--- config.mk ---
export PLATFORM = sky130hd
export DESIGN_NAME = alu_operand_fetch
export DESIGN_NICKNAME = d
export VERILOG_FILES = /design/src/rtl/alu_pkg.sv /design/src/rtl/alu_regfile.sv /design/src/rtl/alu_operand_fetch.sv
export SDC_FILE = /design/constraint.sdc
export NUM_CORES = 1
export LEC_CHECK = 0
export CORE_UTILIZATION = 60
export CTS_CLUSTER_DIAMETER = 80
export DETAILED_ROUTE_END_ITERATION = 6
export DONT_BUFFER_PORTS = 1
export PLACE_DENSITY = 0.78
export SLEW_MARGIN = 10
export SYNTH_ARGS = -nofsm -noshare
export SYNTH_HDL_FRONTEND = slang
export SYNTH_HIERARCHICAL = 1
export SYNTH_SLANG_ARGS = --single-unit
--- constraint.sdc ---
create_clock -name clk -period 2.5 [get_ports clk]
set_clock_uncertainty 0.2 [all_clocks]
set_input_delay 0.25 -clock clk [delete_from_list [all_inputs] [get_ports clk]]
set_output_delay 0.25 -clock clk [all_outputs]
set_load 0.02 [all_outputs]
--- src/rtl/alu_pkg.sv ---
// ALU-side shared definitions: op encoding used by operand fetch, ALU and benches.
// No logic; no latency.
// No flow control.
package alu_pkg;

    typedef enum logic [1:0] {
        ALU_ADD = 2'b00,
        ALU_SUB = 2'b01,
        ALU_AND = 2'b10,
        ALU_OR  = 2'b11
    } alu_op_t;

    localparam int ALU_OP_W = 2;

endpackage

--- src/rtl/alu_regfile.sv ---
// 2-read/1-write register file, x0 hard-wired to zero, asynchronous reads.
// Write lands at the clock edge; reads are combinational (0 cycles).
// No flow control: writes are always taken.
module alu_regfile #(
    parameter int DATA_WIDTH = 8,
    parameter int ADDR_WIDTH = 3
) (
    input  logic                  clk,
    input  logic                  rst_n,
    input  logic                  wr_en,
    input  logic [ADDR_WIDTH-1:0] wr_addr,
    input  logic [DATA_WIDTH-1:0] wr_dat,
    input  logic [ADDR_WIDTH-1:0] rd_addr_a,
    output logic [DATA_WIDTH-1:0] rd_dat_a,
    input  logic [ADDR_WIDTH-1:0] rd_addr_b,
    output logic [DATA_WIDTH-1:0] rd_dat_b
);

    localparam int NREG = 1 << ADDR_WIDTH;

    logic [DATA_WIDTH-1:0] regs [NREG];

    always_ff @(posedge clk or negedge rst_n) begin
        if (!rst_n) begin
            for (int i = 0; i < NREG; i++) begin
                regs[i] <= '0;
            end
        end else if (wr_en && (wr_addr != '0)) begin
            regs[wr_addr] <= wr_dat;
        end
    end

    assign rd_dat_a = (rd_addr_a == '0) ? '0 : regs[rd_addr_a];
    assign rd_dat_b = (rd_addr_b == '0) ? '0 : regs[rd_addr_b];

endmodule

--- src/rtl/alu_operand_fetch.sv ---
// Operand fetch ahead of the ALU: regfile read with writeback bypass, RAW scoreboard.
// One registered stage: accept -> out_valid after 1 cycle, 1 instruction/clk sustained.
// in_ready drops on a full slot that is not draining, or on a pending source register.
module alu_operand_fetch
    import alu_pkg::*;
#(
    parameter int DATA_WIDTH = 8,
    parameter int ADDR_WIDTH = 3
) (
    input  logic                  clk,
    input  logic                  rst_n,
    input  logic                  in_valid,
    output logic                  in_ready,
    input  logic [1:0]            in_op,
    input  logic [ADDR_WIDTH-1:0] in_rs1,
    input  logic [ADDR_WIDTH-1:0] in_rs2,
    input  logic [ADDR_WIDTH-1:0] in_rd,
    input  logic                  in_use_imm,
    input  logic [DATA_WIDTH-1:0] in_imm,
    output logic                  out_valid,
    input  logic                  out_ready,
    output logic [DATA_WIDTH-1:0] data_rs1,
    output logic [DATA_WIDTH-1:0] source_2,
    output logic [1:0]            alu_inst,
    output logic [ADDR_WIDTH-1:0] out_rd,
    input  logic                  wb_en,
    input  logic [ADDR_WIDTH-1:0] wb_rd,
    input  logic [DATA_WIDTH-1:0] wb_data
);

    localparam int NREG = 1 << ADDR_WIDTH;

    typedef struct packed {
        logic [DATA_WIDTH-1:0] rs1_dat;
        logic [DATA_WIDTH-1:0] src2_dat;
        alu_op_t               op;
        logic [ADDR_WIDTH-1:0] rd;
    } slot_t;

    typedef enum logic {SLOT_EMPTY = 1'b0, SLOT_FULL = 1'b1} slot_state_t;

    slot_state_t           state, state_nxt;
    slot_t                 slot;
    logic [NREG-1:0]       pend, pend_nxt;
    logic [DATA_WIDTH-1:0] rf_dat_a, rf_dat_b, op1_dat, op2_dat;
    logic                  byp_a, byp_b, haz_a, haz_b, hazard, accept;

    alu_regfile #(
        .DATA_WIDTH (DATA_WIDTH),
        .ADDR_WIDTH (ADDR_WIDTH)
    ) u_regfile (
        .clk       (clk),
        .rst_n     (rst_n),
        .wr_en     (wb_en),
        .wr_addr   (wb_rd),
        .wr_dat    (wb_data),
        .rd_addr_a (in_rs1),
        .rd_dat_a  (rf_dat_a),
        .rd_addr_b (in_rs2),
        .rd_dat_b  (rf_dat_b)
    );

    // A writeback landing this cycle both forwards its data and resolves the hazard.
    assign byp_a   = wb_en && (wb_rd == in_rs1) && (in_rs1 != '0);
    assign byp_b   = wb_en && (wb_rd == in_rs2) && (in_rs2 != '0);
    assign op1_dat = byp_a ? wb_data : rf_dat_a;
    assign op2_dat = in_use_imm ? in_imm : (byp_b ? wb_data : rf_dat_b);

    assign haz_a   = pend[in_rs1] && !byp_a;
    assign haz_b   = pend[in_rs2] && !byp_b && !in_use_imm;
    assign hazard  = haz_a || haz_b;

    assign out_valid = (state == SLOT_FULL);
    assign in_ready  = (!out_valid || out_ready) && !hazard;
    assign accept    = in_valid && in_ready;

    // Set after clear so an issue targeting the register being written back stays pending.
    always_comb begin
        pend_nxt = pend;
        if (wb_en) begin
            pend_nxt[wb_rd] = 1'b0;
        end
        if (accept && (in_rd != '0)) begin
            pend_nxt[in_rd] = 1'b1;
        end
        pend_nxt[0] = 1'b0;
    end

    always_comb begin
        state_nxt = state;
        case (state)
            SLOT_EMPTY: if (accept) state_nxt = SLOT_FULL;
            SLOT_FULL:  if (out_ready && !accept) state_nxt = SLOT_EMPTY;
            default:    state_nxt = SLOT_EMPTY;
        endcase
    end

    always_ff @(posedge clk or negedge rst_n) begin
        if (!rst_n) begin
            state <= SLOT_EMPTY;
            pend  <= '0;
            slot  <= '0;
        end else begin
            state <= state_nxt;
            pend  <= pend_nxt;
            if (accept) begin
                slot <= '{rs1_dat: op1_dat, src2_dat: op2_dat, op: alu_op_t'(in_op), rd: in_rd};
            end
        end
    end

    assign data_rs1 = slot.rs1_dat;
    assign source_2 = slot.src2_dat;
    assign alu_inst = slot.op;
    assign out_rd   = slot.rd;

endmodule

Yosys cells after proc, flatten, opt, wreduce, memory -nomap -nowiden
Index checks and enable logic that the tools add are counted.
{ "totals": {"reg_bits": 93, "inputBits": 36, "out_inout_bits": 23, "word_cells": 89} }
{ "op_classes": {"order_cmp": 10, "n_eq_ne": 2, "n_mux": 27, "bitwise": 7, "n_reduce_logical": 29} }
{ "ops": {"columns": ["operator", "count"], "rows": [
  ["8-bit 2-to-1 mux", 12],
  ["64-bit bitwise mux", 1],
  ["8-bit binary-select mux with 3-bit select", 2],
  ["8-bit demux with 3-bit select", 1],
  ["3-bit by 4-bit less-than comparator with 1-bit output (second input constant)", 4],
  ["1-bit logical AND", 15],
  ["4-bit greater-or-equal comparator (second input constant)", 3],
  ["3-bit NOT with 4-bit output", 3],
  ["3-bit nonzero test", 4],
  ["8-bit bitwise AND", 1],
  ["8-bit NOT", 1],
  ["8-bit OR", 1],
  ["1-bit binary-select mux with 3-bit select", 2],
  ["1-bit demux with 3-bit select", 2],
  ["3-bit == test", 2],
  ["3-bit by 1-bit greater-or-equal comparator with 1-bit output (second input constant)", 2],
  ["1-bit zero test", 6],
  ["3-bit zero test", 2],
  ["1-bit 2-to-1 mux", 6],
  ["4-bit by 1-bit less-than comparator with 1-bit output (second input constant)", 1],
  ["1-bit logical OR", 2],
  ["1-bit case mux with 2 select lines", 1],
  ["1-bit NOT", 1]
]} }

Logic depth before layout (Yosys ltp)
Gate-level depths: netlist of the first run.
{ "depth": {"word_depth": 14, "ltp_mapped": 9, "ltp_nobuf": 6} }

Modules after synthesis
Netlist of the first run, hierarchy kept.
{ "by_module_without_submodules": {"columns": ["module", "n_inst", "cells_each", "area_per_inst_um2", "seq_area_each_um2"], "rows": [
  ["alu_regfile", 1, 238, 3190.6, 1401.3],
  ["alu_operand_fetch", 1, 155, 1849.3, 725.7]
]} }

Worst setup path after synthesis of the first run
OpenSTA, ideal clock, no wires.
{ "synth_path": {"path_kind": "in2reg", "start": "in wb_rd[0]", "end": "reg slot (netlist bit data_rs1[0])", "arrival_ns": 2.004, "required_time_ns": 2.175, "path_slack_ns": 0.171, "stages": 9, "cell_sequence": "buf_2 xnor2_1 nand3_4 and2_1 buf_6 a2111oi_4 buf_6 buf_8 mux2_4"} }
{ "synth_between": {"elab_chain_len": 10} }
{ "synth_rtl": {"columns": ["element", "line_no", "rtl"], "rows": [
  ["from (decl)", "alu_operand_fetch.sv:27", "input logic [ADDR_WIDTH-1:0] wb_rd,"],
  ["3-bit == test", "alu_operand_fetch.sv:65", "assign byp_b = wb_en && (wb_rd == in_rs2) && (in_rs2 != '0);"],
  ["1-bit logical AND (2 in series)", "alu_operand_fetch.sv:65", null],
  ["1-bit zero test", "alu_operand_fetch.sv:70", "assign haz_b = pend[in_rs2] && !byp_b && !in_use_imm;"],
  ["1-bit logical AND (2 in series)", "alu_operand_fetch.sv:70", null],
  ["1-bit logical OR", "alu_operand_fetch.sv:71", "assign hazard = haz_a || haz_b;"],
  ["1-bit zero test", "alu_operand_fetch.sv:74", "assign in_ready = (!out_valid || out_ready) && !hazard;"],
  ["1-bit logical AND", "alu_operand_fetch.sv:74", null],
  ["1-bit logical AND", "alu_operand_fetch.sv:75", "assign accept = in_valid && in_ready;"],
  ["to (signal assigned)", "alu_operand_fetch.sv:107", "slot <= '{rs1_dat: op1_dat, src2_dat: op2_dat, op: alu_op_t'(in_op), rd: in_rd};"],
  ["to (decl)", "alu_operand_fetch.sv:43", "slot_t slot;"]
]} }
Parallel ways exist; a longest one is shown, timed or not.
A chain may end at the register's enable or synchronous reset.

Worst setup path in the final report of the first run
{ "layout_path": {"start": "reg pend[7]", "end": "reg slot (netlist bit source_2[0])"} }
{ "layout_between": {"elab_chain_len": 8} }
{ "layout_rtl": {"columns": ["element", "line_no", "rtl"], "rows": [
  ["from (decl)", "alu_operand_fetch.sv:44", "logic [NREG-1:0] pend, pend_nxt;"],
  ["from (signal assigned)", "alu_operand_fetch.sv:105", "pend <= pend_nxt;"],
  ["1-bit binary-select mux with 3-bit select", "alu_operand_fetch.sv:70", null],
  ["1-bit 2-to-1 mux (not written as such)", "alu_operand_fetch.sv:70", null],
  ["1-bit logical AND (2 in series)", "alu_operand_fetch.sv:70", null],
  ["1-bit logical OR *", "alu_operand_fetch.sv:71", null],
  ["1-bit zero test *", "alu_operand_fetch.sv:74", null],
  ["1-bit logical AND *", "alu_operand_fetch.sv:74", null],
  ["1-bit logical AND *", "alu_operand_fetch.sv:75", null]
]} }
Mark *: on every way between the ends. The rest lies on a longest branch, timed or not. The select of a mux whose other input is x is not followed.

==> impl_metrics.py, run 1 <==
metrics = {
    "power_and_ir_drop": {
        "cellPowerDensity_nw_per_um2": 832,
        "peakVddDrop_v": 0.000591,
        "p_total_w": 0.00462,
        "p_leak_nw": 2.30,
    },
    "clock_network": {
        "cts_tree": "done",
        "clk_latency_ns": 0.36,
        "clockBufferDepth": 2,
        "root_buffer": "clkbuf_8",
        "htree_levels": 3,
        "clk_pin_slew_worst_paths_ns": 0.09,
        "cts_buffers": 9,
        "clock-sinks": 85,
    },
    "place": {
        "dp_slack_ns": 0.0586,
        "detailed_place.area_um2": 4980,
        "hpwlAfterDp_mm": 7.61,
        "gp_congestion": 0.789,
        "portBuffers": 0,
        "dp_cells": 477,
    },
    "global_route": {
        "grt_max_degree": 86,
        "antenna_found_initial": 2,
        "grt_pass1_vias": 3462,
        "grt_first_pass_wirelength_mm": 18.9,
        "grt-ovfl-total": 0,
        "gr-usage-all-layers": 0.294,
    },
    "run": {
        "maxCapViolations": 0,
    },
    "logic_synthesis": {
        "synth_top_area_frac": 0.422,
        "async_reset_ff_frac": 1.00,
        "synth_largest_area_cell": "dfrtp_1",
        "synth_area_leaders": "dfrtp_1, mux2_2, mux2i_1",
        "syn_avg_cell_area_um2": 12.8,
        "syn_area_um2": 5040,
        "synth_ff_type": "dfrtp_1",
        "ys_seq_area_frac": 0.422,
        "ys_types": 53,
        "syn_inst": 393,
        "yosysWarnings": 6,
        "synth_edf_count": 0,
        "synth_seq_cells": 85,
        "syn_nets": 429,
    },
    "die": {
        "die_w_um": 93.7,
        "rows": 33,
        "dieArea_um2": 8770,
        "initial_utilization": 0.616,
        "coreArea_um2": 8180,
        "ios": 59,
        "die_h_um": 93.7,
    },
    "route": {
        "vias": 3506,
        "drt_iter0_markers": 272,
        "finalWirelength_mm": 12.5,
        "antenna_left": 0,
        "dr.pass1.iters": 6,
        "wl_per_cell_um": 23.9,
        "remaining_drc_errors": 0,
        "avgViaCountPerCell": 6.69,
    },
    "final_layout": {
        "area_growth_pct": 10.3,
        "fill_cells": 581,
        "register_area_um2": 2130,
        "multi_input_area_um2": 2660,
        "drive_gt1_frac": 0.397,
        "layout.nets": 450,
        "fin_cells": 524,
        "fin_area_um2": 5560,
    },
    "worst_setup_path": {
        "path_common_cell": "buf_4",
        "critPathMaxStageDelay_ns": 0.49,
        "cp_cell_sequence": "mux4_2, nor2b_2, nor3_2, a2111oi_4, buf_4, buf_4, mux2_2",
        "crit_fanout": 6,
        "path_class": "register to register",
        "cp_slowest_cell": "mux4_2",
        "path_buf_inv": 2,
        "crit_arrival_ns": 2.52,
        "end_kind": "register",
        "path_delay_family": "multiplexers",
        "cp.required_ns": 2.56,
        "critPathLaunchType": "register",
    },
    "sta": {
        "tns_ns": 0,
        "period_share": 0.986,
        "finalWorstSetupSlack_ns": 0.0352,
        "tightest_slew_ns": 0.798,
        "period_needed_ns": 2.46,
        "finalSetupViolCount": 0,
        "slew_headroom": 0.467,
        "maxSlewViolCount": 0,
        "max_freq_mhz": 406,
        "hold_viol": 0,
    },
    "min_path": {
        "hp-class": "primary input to register",
    },
    "run_status": {
        "status": "finished clean",
    },
}
power breakdown:
group / total [W] / switching (W) / internal, W
Combinational: 0.00116 / 0.000443 / 0.000720
Sequential: 0.00231 / 0.000521 / 0.00179
Clock: 0.00115 / 0.000492 / 0.000659
path summary, 6_finish.rpt:
check	start	end	slack, ns	cells past startpoint
max	pend[7]	source_2[0]	0.04	7
min	wb_data[3]	data_rs1[3]	0.02	2
max reg2reg	pend[7]	source_2[0]	0.04	7
min reg2reg	pend[2]	pend[2]	0.32	1
max in group asynchronous	rst_n	data_rs1[0]	1.52	2
min in group asynchronous	rst_n	u_regfile/regs[20]	0.26	2
through the flow:
| step | hold WS, ns | utilization |
|---|---|---|
| 6_report | 0.0220 | 0.680 |
| 4_1_cts | 0.00699 | 0.674 |
| 3_5_place_dp | -0.242 | 0.610 |
| 2_1_floorplan | -0.246 | - |
| 5_1_grt | 0.0174 | 0.680 |
| 3_3_place_gp | -0.242 | 0.610 |
metal layers:
metal  routed length (µm)  global-route usage
met1                 5370               0.392
met2                 6010               0.456
met3                  817              0.0672
met4                  302               0.136
met5                   18                   0
cell families (layout without fill, tap and decap cells):
group	count (synthesis)	in the layout	synth area share
XOR/XNOR	4	4	0.00844
other	0	1	0
AO/OA/AOI/OAI	66	66	0.113
AND/OR/NAND/NOR	65	65	0.0919
multiplexers	139	139	0.312
buffers and inverters	34	59	0.0526
flip-flops	85	85	0.422
synthesized netlist by cell type (2+ instances only):
library cell / instances
nand4b_2: 3
buf_2: 9
o21ba_2: 2
a22o_1: 2
a221oi_1: 21
nand2_1: 6
o22ai_1: 8
dfrtp_1: 85
buf_4: 4
a21oi_1: 10
o31a_1: 2
mux2i_1: 19
nand2b_1: 10
a221o_1: 8
mux2_4: 2
mux4_2: 2
nand3_1: 2
and2_1: 3
nor3b_2: 2
nor2b_1: 16
xnor2_1: 2
buf_12: 2
a31oi_1: 2
clkbuf_1: 4
mux2_2: 115
a32o_1: 4
buf_6: 9
and3_1: 2
nor2_1: 9
inv_1: 5
state kept, by name, summed over array words and instances (netlist names):
name and cells:
alu_inst 2, data_rs1 8, out_rd 3, out_valid 1
pend 7, source_2 8, u_regfile/regs 56
worst register-to-register path, stage by stage (launching register included):
cell,delay [ns]
dfrtp_1,0.41
mux4_2,0.49
nor2b_2,0.14
nor3_2,0.07
a2111oi_4,0.33
buf_4,0.21
buf_4,0.17
mux2_2,0.34
final cells by class:
| class | instances | area share |
|---|---|---|
| sequential | 85 | 0.383 |
| inverter | 5 | 0.00338 |
| multi-input combinational | 274 | 0.479 |
| clock buffer | 11 | 0.0236 |
| clock inverter | 4 | 0.0176 |
| timing repair buffer | 39 | 0.0698 |
| antenna | 1 | 0.000450 |
| tap | 105 | 0.0236 |
cells in the final DEF (no fill, tap or decap), types with 3 or more instances in the layout:
cell           count
mux2i_1           19
clkbuf_8           9
and2_1             3
nand2b_1          10
nor2b_1           15
inv_1              5
a221oi_1          20
a32o_1             4
o22ai_1            8
bufinv_16          3
dlygate4sd3_1     27
dfrtp_1           85
a21oi_1           10
nand2_1            6
buf_4              9
nand4b_2           3
a221o_1            8
mux2_2           115
nor2_1             9
what timing repair did:
| action | in CTS | in global routing |
|---|---|---|
| setup buffers | 0 | 1 |
| endpoints found under the setup margin | 0 | 21 |
| gates resized for setup | 0 | 9 |
| hold buffers | 28 | 0 |
| hold endpoints to repair | 168 | 0 |
No activity file was read; power rests on OpenSTA's default activity.
==> run 2, diff against run 1 <==
--- a/config.mk
+++ b/config.mk
@@ -10,6 +10,7 @@
 export DETAILED_ROUTE_END_ITERATION = 6
 export DONT_BUFFER_PORTS = 1
 export PLACE_DENSITY = 0.78
+export RECOVER_POWER = 100
 export SLEW_MARGIN = 10
 export SYNTH_ARGS = -nofsm -noshare
 export SYNTH_HDL_FRONTEND = slang
==> run 2 against run 1 <==
Compared with the run above:
- hold slack barely moved
- sequential cell count did not move
- clock power barely moved
- core utilization fell by 0.58 points
- maximum frequency rose by 1.2%
- largest power group unchanged
==> impl_metrics.py, run 2 (synthesized netlist as in run 1, its figures left out) <==
metrics = {
    "worst_setup_path": {
        "crit_arrival_ns": 2.49,
        "cp.required_ns": 2.56,
        "end_kind": "register",
        "path_class": "register to register",
        "crit_fanout": 6,
        "critPathLaunchType": "register",
    },
    "route": {
        "vias": 3538,
        "antenna_left": 0,
        "avgViaCountPerCell": 6.75,
        "drt_iter0_markers": 267,
        "remaining_drc_errors": 0,
        "finalWirelength_mm": 12.6,
        "wl_per_cell_um": 24.0,
        "dr.pass1.iters": 5,
    },
    "clock_network": {
        "clock-sinks": 85,
        "htree_levels": 3,
        "cts_tree": "done",
        "clockBufferDepth": 2,
        "clk_latency_ns": 0.36,
        "root_buffer": "clkbuf_8",
        "cts_buffers": 9,
        "clk_pin_slew_worst_paths_ns": 0.09,
    },
    "sta": {
        "hold_slack_ns": 0.0217,
        "tightest_slew_ns": 1.32,
        "slew_headroom": 0.110,
        "finalSetupViolCount": 0,
        "period_share": 0.974,
        "max_freq_mhz": 411,
        "tns_ns": 0,
        "period_needed_ns": 2.43,
        "rsz0062_at_grt": "no",
        "hold_viol": 0,
        "maxSlewViolCount": 0,
    },
    "power_and_ir_drop": {
        "p_leak_nw": 2.28,
        "p_total_w": 0.00460,
        "switching_share": 0.316,
        "combPwrFrac": 0.248,
        "p_int_w": 0.00315,
        "cellPowerDensity_nw_per_um2": 835,
        "switchingPower_w": 0.00146,
        "peakVddDrop_v": 0.000591,
        "p_seq_frac": 0.502,
        "pwr-share-clk": 0.250,
    },
    "place": {
        "hpwlAfterDp_mm": 7.61,
        "gp_congestion": 0.789,
        "portBuffers": 0,
    },
    "final_layout": {
        "layout.nets": 450,
        "multi_input_area_um2": 2640,
        "area_growth_pct": 9.33,
        "final_common_cell": "mux2_2",
        "largest_reg_flops": 56,
        "drive_gt1_frac": 0.392,
        "fill_cells": 588,
        "largest_register": "u_regfile/regs",
        "final_cell_mix": "mux2_2, dfrtp_1, dlygate4sd3_1",
        "register_area_um2": 2130,
    },
    "die": {
        "die_h_um": 93.7,
        "coreArea_um2": 8180,
        "rows": 33,
        "initial_utilization": 0.616,
        "die_w_um": 93.7,
        "dieArea_um2": 8770,
        "ios": 59,
    },
    "global_route": {
        "grt-ovfl-total": 0,
        "grt_pass1_vias": 3462,
        "grt_first_pass_wirelength_mm": 18.9,
        "gr-usage-all-layers": 0.294,
        "antenna_found_initial": 2,
        "grt_max_degree": 86,
    },
    "run": {
        "maxCapViolations": 0,
    },
    "min_path": {
        "hp-class": "primary input to register",
    },
    "run_status": {
        "status": "finished clean",
    },
}
==> run 2: cell type report <==
type,instances,share of cell area
well taps,105,0.0238
clock inverters,4,0.0177
repair buffers,39,0.0652
flip-flops and latches,85,0.386
inverters,5,0.00341
clock buffers,11,0.0238
multi-input cells,274,0.480
diodes,1,0.000454
==> run 2: critical path: stages (launching register included) <==
cell and delay [ns]:
dfrtp_1 0.41, mux4_2 0.49, nor2b_2 0.14, nor3_2 0.07, a2111oi_4 0.31, buf_4 0.21
buf_4 0.17, mux2_2 0.34
==> run 2: path summary, 6_finish.rpt <==
path,end,start,cells past startpoint,slack [ns]
min,data_rs1[3],wb_data[3],2,0.02
max,source_2[0],pend[7],7,0.07
max reg2reg,source_2[0],pend[7],7,0.07
max in group asynchronous,out_rd[2],rst_n,2,0.89
min in group asynchronous,u_regfile/regs[20],rst_n,2,0.50
min reg2reg,pend[2],pend[2],1,0.32
==> run 2: power by group through the flow <==
stage	registers, W	clock network, W	logic, W
5_1_grt	0.00236	0.00121	0.00122
6_report	0.00231	0.00115	0.00114
3_3_place_gp	0.00231	0	0.000983
3_5_place_dp	0.00233	0	0.00103
4_1_cts	0.00231	0.00117	0.00112
2_1_floorplan	0.00223	0	0.000945
==> run 2: layer usage <==
metal,wire [µm],track usage
met4,294,0.136
met2,6040,0.456
met3,901,0.0672
met1,5320,0.392
met5,18,0
==> run 2: timing repair <==
action | in CTS | in global routing
endpoints found under the hold margin | 168 | 0
buffers inserted | 0 | 1
resized for setup | 0 | 9
hold buffers | 28 | 0
setup endpoints to repair | 0 | 21
==> run 2: stage by stage <==
step	setup WS, ns	instances	area (µm²)	util
6_report	0.0653	524	5510	0.674
5_1_grt	0.00722	524	5510	0.674
4_1_cts	0.0363	520	5510	0.674
3_5_place_dp	0.0586	477	4980	0.610
3_3_place_gp	0.147	477	4980	0.610
2_1_floorplan	0.171	393	5040	-
==> run 3, diff against run 2 <==
--- a/config.mk
+++ b/config.mk
@@ -9,7 +9,7 @@
 export CTS_CLUSTER_DIAMETER = 80
 export DETAILED_ROUTE_END_ITERATION = 6
 export DONT_BUFFER_PORTS = 1
-export PLACE_DENSITY = 0.78
+export PLACE_DENSITY = 0.76
 export RECOVER_POWER = 100
 export SLEW_MARGIN = 10
 export SYNTH_ARGS = -nofsm -noshare
==> run 3 against run 2 <==
Compared with the run above:
- sequential cell count is the same
- setup slack improved by 0.011 ns
- register-to-register slack hardly changed
- first-iteration DRC count fell by 23%
- clock power down 17%
- via count shrank 2.7%
- sequential power about the same
- die area stayed put
- cell count is 0.76% lower
- core utilization is 0.57 points lower
- count of clock-buffer cells in the layout unchanged
- cell area decreased by 0.84%
==> impl_metrics.py, run 3 (synthesized netlist as in run 1, its figures left out) <==
metrics = {
    "worst_setup_path": {
        "reg2reg_from": "pend[7]",
        "cp.required_ns": 2.53,
        "rrSetupSlack_ns": 0.08,
        "r2r_end": "source_2[2]",
        "r2r_cells": 7,
        "path_class": "register to register",
        "critPathLaunchType": "register",
        "crit_arrival_ns": 2.46,
        "end_kind": "register",
        "crit_fanout": 10,
    },
    "run": {
        "maxCapViolations": 0,
    },
    "clock_network": {
        "cts_tree": "done",
        "cts_buffers": 9,
        "root_buffer": "clkbuf_8",
        "clk_latency_ns": 0.35,
        "clk_pin_slew_worst_paths_ns": 0.08,
        "clockBufferDepth": 2,
        "htree_levels": 3,
        "clock-sinks": 85,
    },
    "global_route": {
        "grt-ovfl-total": 0,
        "gr-usage-all-layers": 0.296,
        "antenna_found_initial": 0,
        "grt_first_pass_wirelength_mm": 19.3,
        "grt_pass1_vias": 3576,
        "grt_max_degree": 86,
    },
    "final_layout": {
        "drive_gt1_frac": 0.390,
        "final_cell_mix": "mux2_2, dfrtp_1, dlygate4sd3_1",
        "fin_cells": 520,
        "fin_area_um2": 5460,
        "layout.nets": 449,
        "diodes": 0,
        "largest_register": "u_regfile/regs",
        "largest_reg_flops": 56,
        "final_common_cell": "mux2_2",
        "area_growth_pct": 8.42,
    },
    "place": {
        "gp_congestion": 0.780,
        "dp_cells": 475,
        "dp_slack_ns": 0.0303,
        "portBuffers": 0,
        "hpwlAfterDp_mm": 7.60,
        "detailed_place.area_um2": 4970,
    },
    "route": {
        "antenna_left": 0,
        "remaining_drc_errors": 0,
        "vias": 3444,
        "dr.pass1.iters": 4,
        "finalWirelength_mm": 12.2,
        "avgViaCountPerCell": 6.62,
        "wl_per_cell_um": 23.5,
        "drt_iter0_markers": 205,
    },
    "die": {
        "dieArea_um2": 8770,
        "die_h_um": 93.7,
        "die_w_um": 93.7,
        "coreArea_um2": 8180,
        "rows": 33,
        "initial_utilization": 0.616,
        "ios": 59,
    },
    "sta": {
        "rsz0062_at_grt": "yes",
        "maxSlewViolCount": 0,
        "finalWorstSetupSlack_ns": 0.0767,
        "hold_viol": 0,
        "period_needed_ns": 2.42,
        "slew_headroom": 0.127,
        "max_freq_mhz": 413,
        "period_share": 0.969,
        "finalSetupViolCount": 0,
        "tightest_slew_ns": 1.29,
    },
    "power_and_ir_drop": {
        "pwr-share-clk": 0.217,
        "p_seq_frac": 0.525,
        "p_leak_nw": 2.26,
        "p_int_w": 0.00300,
        "switchingPower_w": 0.00140,
        "switching_share": 0.319,
        "cellPowerDensity_nw_per_um2": 806,
        "peakVddDrop_v": 0.000599,
        "combPwrFrac": 0.258,
    },
    "min_path": {
        "worstHoldEndpoint": "pend[1]",
        "hold_depth": 2,
        "min_from": "in_rd[2]",
        "hp-class": "primary input to register",
    },
    "run_status": {
        "status": "finished clean",
    },
}
run 3: changes by cell type in the layout (fill, tap and decap cells not counted), moves of 2 or more:
cell,change
buf_4,-2
clkbuf_2,-2
clkbuf_1,-2
bufinv_16,-2
clkbuf_8,+2
buf_6,+2
nor3_2,-2
run 3: layout make-up:
cell class	count	area, µm²
repair buffers	38	362
inverters	5	18.8
well taps	105	131
clock inverters	2	35.0
fillers	619	2710
flip-flops and latches	85	2130
clock buffers	11	151
multi-input cells	274	2640
run 3: what timing repair did:
action / in CTS / in global routing
hold buffers: 27 / 1
buffers inserted: 0 / 2
endpoints found under the hold margin: 165 / 1
resized for setup: 0 / 5
setup endpoints to repair: 0 / 20
run 3: how the worst max path moves through the flow:
stage / cells past startpoint / slack [ns] / end / startpoint
detailed placement: 6 / 0.03 / data_rs1[3] / pend[7]
floorplan: 9 / 0.17 / data_rs1[0] / wb_rd[0]
global placement: 6 / 0.09 / data_rs1[2] / pend[7]
CTS: 6 / 0.02 / data_rs1[3] / pend[7]
global route: 7 / -0.03 / source_2[2] / pend[7]
finish: 7 / 0.08 / source_2[2] / pend[7]
run 3: metrics by stage:
step / setup TNS (ns) / total power (W) / hold WS, ns / util
after CTS: 0 / 0.00438 / 0.000562 / 0.666
final: 0 / 0.00440 / 0.00970 / 0.668
after floorplan: 0 / 0.00318 / -0.246 / -
after detailed placement: 0 / 0.00335 / -0.243 / 0.608
after global placement: 0 / 0.00328 / -0.242 / 0.608
after global routing: -0.229 / 0.00463 / 0.00105 / 0.668
run 3: power by group through the flow:
stage               clock, W  sequential [W]  combinational [W]
floorplan                  0         0.00223           0.000945
CTS                 0.000972         0.00231            0.00111
global route         0.00104         0.00236            0.00123
detailed placement         0         0.00233            0.00102
finish              0.000954         0.00231            0.00114
global placement           0         0.00231           0.000976
run 3: metal layers:
layer / wire length [µm] / track usage / vias to the layer above
met3: 989 / 0.0518 / 18
met2: 5990 / 0.474 / 142
li1: - / - / 1527
met1: 5040 / 0.408 / 1757
met5: 0 / 0 / -
met4: 216 / 0.0987 / 0
run 3: critical path: stages, from the launching register on:
cell	delay, ns
dfrtp_1	0.40
mux4_2	0.47
nor2b_1	0.14
nor3_1	0.10
a2111oi_4	0.29
buf_4	0.20
buf_6	0.16
mux2_2	0.35
